===== src/rtl/reg_vga_irq.sv =====
// reg_vga_irq: VGA register block on the local bus.
//   Control register, live (synchronised) blank status, sticky blank-rise interrupts with
//   enables, optional frame counter and NUM_SCROLL double-buffered scroll registers whose
//   active copies load from the pending copies on each vblank rising edge.
// Optional feature macro: REG_VGA_FRAME_CNT_EN (frame counter present when defined;
//   otherwise word 3 reads 0 and writes to it are ignored).
// Ports:
//   clk, rst_n          clock, asynchronous active-low reset
//   sel, addr, we,      local-bus select, byte address (addr[5:2] decoded), byte enables,
//   wdata, rdata        write data, combinational read data (0 when !sel or unmapped)
//   vga_en              VGA enable (CTRL[0])
//   scroll              active scroll values, entry i at [16i+15:16i]
//   irq                 level interrupt, |(INT_STAT & IE)
//   vblank, hblank      asynchronous blank levels from the timing generator
module reg_vga_irq #(
   parameter int unsigned XLEN        = 32,
   parameter int unsigned NUM_SCROLL  = 2,
   parameter int unsigned FCNT_W      = 16,
   parameter int unsigned SYNC_STAGES = 2
) (
   input  logic                       clk,
   input  logic                       rst_n,
   input  logic                       sel,
   input  logic [XLEN-1:0]            addr,
   input  logic [3:0]                 we,
   input  logic [XLEN-1:0]            wdata,
   output logic [31:0]                rdata,
   output logic                       vga_en,
   output logic [16*NUM_SCROLL-1:0]   scroll,
   output logic                       irq,
   input  logic                       vblank,
   input  logic                       hblank
);

   logic [3:0] word;
   assign word = addr[5:2];

   // Bit 0 tracks vblank, bit 1 tracks hblank throughout.
   logic [SYNC_STAGES-1:0][1:0] sync_q;
   logic [1:0]                  prev_q;
   logic [1:0]                  blank_s;
   logic [1:0]                  rise;
   // Fills with ones after reset; edges are only reported once both the sync chain and the
   // history flop hold post-reset samples, so a level already high at release is no edge.
   logic [SYNC_STAGES:0]        arm_q;

   assign blank_s = sync_q[SYNC_STAGES-1];
   assign rise    = blank_s & ~prev_q & {2{arm_q[SYNC_STAGES]}};

   always_ff @(posedge clk or negedge rst_n) begin
      if (!rst_n) begin
         sync_q <= '0;
         prev_q <= '0;
         arm_q  <= '0;
      end else begin
         sync_q[0] <= {hblank, vblank};
         for (int i = 1; i < int'(SYNC_STAGES); i++) sync_q[i] <= sync_q[i-1];
         prev_q <= blank_s;
         arm_q  <= {arm_q[SYNC_STAGES-1:0], 1'b1};
      end
   end

   logic [2:0]                        ctrl_q, ctrl_d;
   logic [1:0]                        int_stat_q, int_stat_d;
   logic [NUM_SCROLL-1:0][15:0]       pend_q, pend_d;
   logic [NUM_SCROLL-1:0][15:0]       act_q, act_d;

   always_comb begin
      ctrl_d     = ctrl_q;
      int_stat_d = int_stat_q;
      pend_d     = pend_q;
      if (sel && we[0] && word == 4'd0) ctrl_d = wdata[2:0];
      if (sel && we[0] && word == 4'd2) int_stat_d = int_stat_q & ~wdata[1:0];
      // New edges are OR-ed in after the clear so a coincident rise wins.
      int_stat_d = int_stat_d | rise;
      for (int i = 0; i < int'(NUM_SCROLL); i++) begin
         if (sel && word == 4'(4 + i)) begin
            if (we[0]) pend_d[i][7:0]  = wdata[7:0];
            if (we[1]) pend_d[i][15:8] = wdata[15:8];
         end
      end
      // Transfer from pend_d so a write landing on the rise edge is taken immediately.
      act_d = rise[0] ? pend_d : act_q;
   end

   always_ff @(posedge clk or negedge rst_n) begin
      if (!rst_n) begin
         ctrl_q     <= '0;
         int_stat_q <= '0;
         pend_q     <= '0;
         act_q      <= '0;
      end else begin
         ctrl_q     <= ctrl_d;
         int_stat_q <= int_stat_d;
         pend_q     <= pend_d;
         act_q      <= act_d;
      end
   end

   logic [31:0] frame_rd;

`ifdef REG_VGA_FRAME_CNT_EN
   logic [FCNT_W-1:0] fcnt_q, fcnt_d;

   always_comb begin
      fcnt_d = (sel && (we != 4'b0000) && word == 4'd3) ? '0 : fcnt_q;
      fcnt_d = fcnt_d + FCNT_W'(rise[0]);
   end

   always_ff @(posedge clk or negedge rst_n) begin
      if (!rst_n) fcnt_q <= '0;
      else        fcnt_q <= fcnt_d;
   end

   assign frame_rd = 32'(fcnt_q);
`else
   assign frame_rd = '0;
`endif

   assign vga_en = ctrl_q[0];
   assign scroll = act_q;
   assign irq    = |(int_stat_q & ctrl_q[2:1]);

   always_comb begin
      rdata = '0;
      if (sel) begin
         case (word)
            4'd0:    rdata = {29'b0, ctrl_q};
            4'd1:    rdata = {30'b0, blank_s};
            4'd2:    rdata = {30'b0, int_stat_q};
            4'd3:    rdata = frame_rd;
            default: begin
               for (int i = 0; i < int'(NUM_SCROLL); i++) begin
                  if (word == 4'(4 + i)) rdata = {16'b0, pend_q[i]};
               end
            end
         endcase
      end
   end

   logic unused_bits;
   assign unused_bits = ^{addr[XLEN-1:6], addr[1:0], wdata[XLEN-1:16], we[3:2]};

endmodule


===== config.mk =====
export PLATFORM = sky130hd
export DESIGN_NAME = reg_vga_irq
export DESIGN_NICKNAME = d
export VERILOG_FILES = /design/src/rtl/reg_vga_irq.sv
export SDC_FILE = /design/constraint.sdc
export NUM_CORES = 1
export LEC_CHECK = 0
export CAP_MARGIN = 20
export CORE_ASPECT_RATIO = 1.75
export CORE_UTILIZATION = 35
export CTS_BUF_LIST = sky130_fd_sc_hd__clkbuf_4
export CTS_CLUSTER_DIAMETER = 150
export CTS_CLUSTER_SIZE = 28
export DETAILED_ROUTE_END_ITERATION = 8
export PLACE_DENSITY = 0.68
export SETUP_SLACK_MARGIN = 0.5
export SYNTH_ARGS = -nofsm -noshare
export SYNTH_HDL_FRONTEND = slang
export SYNTH_SLANG_ARGS = --single-unit

===== constraint.sdc =====
create_clock -name clk -period 1.4 [get_ports clk]
set_clock_uncertainty 0.15 [all_clocks]
set_input_delay 0.21 -clock clk [delete_from_list [all_inputs] [get_ports clk]]
set_output_delay 0.21 -clock clk [all_outputs]
set_load 0.02 [all_outputs]

==> metrics.txt <==
# TYPE chip_impl_metric gauge
chip_impl_metric{name="min_period_over_period",unit="%"} 137
chip_impl_metric{name="maximum_capacitance_violations",unit=""} 0
chip_impl_info{name="synth.area.top_cells",value="dfrtp_1 (56%), a31oi_1 (5.7%), nor2_1 (5.3%)"} 1
chip_impl_metric{name="setup_violations",unit=""} 51
chip_impl_info{name="failed_checks",value="DRC, setup timing"} 1
chip_impl_metric{name="report.final.slew_viol_count",unit=""} 0
chip_impl_metric{name="clkTransAtPathRegs",unit="ps"} 120
chip_impl_metric{name="dieArea",unit="mm^2"} 0.0104
chip_impl_metric{name="htree_levels",unit=""} 3
chip_impl_metric{name="post_synth_instance_area",unit="mm^2"} 0.00349
chip_impl_metric{name="io-pin-count",unit=""} 139
chip_impl_info{name="hold_path_startpoint",value="wdata[1]"} 1
chip_impl_metric{name="io_buffer_count",unit=""} 76
chip_impl_metric{name="syn_avg_cell_area",unit="um^2"} 10.0
chip_impl_metric{name="final_area",unit="mm^2"} 0.00687
chip_impl_metric{name="route.vias.total",unit=""} 3647
chip_impl_metric{name="routability_congestion_estimate_from_global_placement",unit=""} 0.835
chip_impl_metric{name="power.density",unit="mW/mm^2"} 1030
chip_impl_metric{name="cp_data_required_time",unit="ps"} 1040
chip_impl_info{name="root_buffer",value="clkbuf_4"} 1
chip_impl_metric{name="drtAntennaViolNets",unit=""} 0
chip_impl_metric{name="r2r_cells",unit=""} 8
chip_impl_metric{name="synthXorXnorAreaFrac",unit="%"} 0
chip_impl_metric{name="maximum_number_of_pins_on_one_net_before_global_route_repair",unit=""} 27
chip_impl_info{name="crit_type",value="reg2out"} 1
chip_impl_metric{name="final.min_clock_period",unit="ps"} 1920
chip_impl_metric{name="routed_wire_length",unit="mm"} 13.5
chip_impl_info{name="outcome",value="finished, violations left"} 1
chip_impl_info{name="synth_top_family_by_area",value="simple AND/OR/NAND/NOR gates"} 1
chip_impl_metric{name="clk_latency",unit="ps"} 440
chip_impl_info{name="tritoncts_clock_tree",value="yes"} 1
chip_impl_metric{name="static-leakage-power",unit="nW"} 2.90
chip_impl_metric{name="detail_route.first_pass.iterations",unit=""} 7
chip_impl_metric{name="seq_area_frac_synth",unit="%"} 56.0
chip_impl_metric{name="synth_adder_area_share",unit="%"} 0
chip_impl_metric{name="setup_tns",unit="ps"} -11790
chip_impl_metric{name="grt_overflow",unit=""} 0
chip_impl_metric{name="reg2reg_setup_slack",unit="ps"} -290
chip_impl_metric{name="numClockSinks",unit=""} 78
chip_impl_metric{name="cts-root-to-sink-buffers",unit=""} 2
chip_impl_metric{name="floorplan.initialDensity",unit="%"} 36.4
chip_impl_metric{name="cts.hold.buffers_added",unit=""} 1
chip_impl_info{name="worstSetupEndpointType",value="output port"} 1
chip_impl_metric{name="timing.final.ws_setup",unit="ps"} -522
chip_impl_metric{name="die_height",unit="um"} 134
chip_impl_metric{name="place.detailed.instances",unit=""} 569
chip_impl_metric{name="placed_area",unit="mm^2"} 0.00497
chip_impl_metric{name="fmax",unit="MHz"} 520
chip_impl_metric{name="synth_compound_area_share",unit="%"} 16.3
chip_impl_metric{name="antenna_found_initial",unit=""} 1
chip_impl_metric{name="final-hold-violation-count",unit=""} 0
chip_impl_info{name="reg_to_reg_end",value="scroll[0]"} 1
chip_impl_metric{name="layout-drive-gt1-share",unit="%"} 61.5
chip_impl_metric{name="floorplan.core_area",unit="mm^2"} 0.00959
chip_impl_info{name="netlist.top_cell.by_area",value="dfrtp_1"} 1
chip_impl_metric{name="grt_usage",unit="%"} 24.9
chip_impl_metric{name="core.rowCount",unit=""} 47
chip_impl_metric{name="count_of_placed_standard_cells_in_the_final_layout_fillers_left_out",unit=""} 661
chip_impl_info{name="min_to",value="pend_q[17]"} 1
chip_impl_metric{name="synth_top_area_share",unit="%"} 56.0
chip_impl_metric{name="die_width",unit="um"} 77.4
chip_impl_metric{name="yosysUniqueCellTypes",unit=""} 30
chip_impl_metric{name="nets",unit=""} 606
chip_impl_metric{name="final_hpwl_from_detailed_placement",unit="mm"} 6.95
chip_impl_metric{name="final_util",unit="%"} 71.6
chip_impl_metric{name="area.growth.synth_to_final",unit="%"} 97.0
chip_impl_metric{name="worst-path-max-fanout",unit=""} 2
chip_impl_metric{name="drt-wirelength-per-cell",unit="um"} 20.4
chip_impl_metric{name="drt_iter0_markers",unit=""} 251
chip_impl_metric{name="yosysWarnings",unit=""} 0
chip_impl_metric{name="drc_errors",unit=""} 2
chip_impl_metric{name="cts-buffers-inserted",unit=""} 9
chip_impl_metric{name="synthMuxAreaShare",unit="%"} 2.12
chip_impl_metric{name="first_global_vias",unit=""} 3685
chip_impl_metric{name="post_synth_inst_count",unit=""} 348
chip_impl_metric{name="vdd.ir_drop.worst",unit="mV"} 0.838
chip_impl_metric{name="worstHoldPathCells",unit=""} 3
chip_impl_metric{name="synthSimpleGateAreaFrac",unit="%"} 17.6
chip_impl_metric{name="critical_path_arrival",unit="ps"} 1560
chip_impl_info{name="grt_setup_unrepaired",value="yes"} 1
chip_impl_info{name="worst_min_delay_path_category",value="in2reg"} 1
chip_impl_metric{name="synth.ff_latch_count",unit=""} 78
chip_impl_info{name="reg_to_reg_critical_path_startpoint",value="blank_s[0]"} 1
chip_impl_metric{name="detail_route.vias_per_cell",unit=""} 5.52
chip_impl_metric{name="grt_pass1_wl",unit="mm"} 19.3
chip_impl_info{name="worstSetupStartpointType",value="flop"} 1
-- metal layers --
metal  track usage, %  share of wire (%)  routed length (um)
met5                0                  0                   0
met1             27.2                 37                4970
met2             44.5                 56                7500
met4             13.7                4.2                 563
met3             4.90                3.4                 460
-- worst max-delay path by stage --
stage                     from   endpoint  cells after the start
floorplan              addr[2]  scroll[6]                      6
global placement       addr[5]   rdata[9]                      6
detailed placement     addr[5]   rdata[9]                      6
CTS                 blank_s[0]   rdata[0]                      4
global route         ctrl_q[1]   rdata[1]                      4
finish               pend_q[1]   rdata[1]                      4
-- worst max-delay path: stages (launching register included) --
cell and delay, ps:
dfrtp_1 430, mux2i_1 90, o21ai_0 250, o311a_4 250, buf_6 110
-- per-stage QoR --
stage | total power, mW | worst slack, ps | hold slack, ps
global placement | 4.61 | -1160 | -10.1
CTS | 6.53 | -525 | 19.6
detailed placement | 4.66 | -1200 | -3.87
floorplan | 3.80 | -188 | -236
global route | 7.36 | -585 | -31.1
finish | 7.08 | -522 | 9.70
-- area by class of cell --
cell class,instances,area (um^2)
flip-flops and latches,78,1960
multi-input cells,242,2280
diodes,1,2.50
well taps,122,153
clock buffers,10,75.1
repair buffers,202,2350
fillers,619,2720
clock inverters,6,52.6
-- kinds of logic (layout without fill, tap and decap cells) --
group	count (synthesis)	count (layout)
DFF	78	78
AOI/OAI and AO/OA	87	87
other	2	18
buffers and inverters	44	218
and+or+nand+nor	130	131
muxes	7	7
-- synth_stat cells (all sizes together) --
master and number:
nand4bb 1, o21ai 36, and4bb 1, nor2b 2, o2bb2ai 1, and3b 1
a31oi 32, dfrtp 78, nor4b 1, nand4b 1, clkbuf 19, conb 2
o311a 2, mux2i 4, a21o 1, nand4 18, nand2 35, a22oi 14
a22o 1, buf 25, nor2 49, nand3 17, and2 3, mux2 3
or4b 1
-- placed cells by master, fill, tap and decap left out, types with 3 or more instances in the layout --
cell type        count
dfrtp_1             74
buf_6               73
buf_4               70
nor2_4              40
nand2_1             33
a31oi_1             23
nand4_1             18
buf_12              18
conb_1              17
clkdlybuf4s50_1     17
o21ai_2             16
o21ai_4             16
a22oi_2             14
buf_16              11
clkbuf_4            10
a31oi_4              9
nand3_2              7
nand3_4              7
nor2_2               7
buf_8                6
mux2i_1              4
dfrtp_2              4
nand3_1              3
clkinv_2             3
-- what timing repair did --
action | 4_1_cts | 5_1_grt
pin swaps | 56 | 24
hold endpoints to repair | 78 | 2
setup endpoints to repair | 119 | 119
gates cloned | 13 | 1
setup buffers | 34 | 26
resized for setup | 430 | 95
-- report_power, final --
| part | internal (mW) | switching, mW |
|---|---|---|
| combinational | 1.48 | 1.28 |
| clock | 0.545 | 0.798 |
| sequential | 2.63 | 0.346 |
-- state kept, by name, indices dropped and copies added (netlist names) --
register and cells:
prev_q 2, arm_q 3, blank_s 2, scroll 32
pend_q 32, ctrl_q 3, int_stat_q 2, sync_q 2
(Power assumes the default switching activity.)
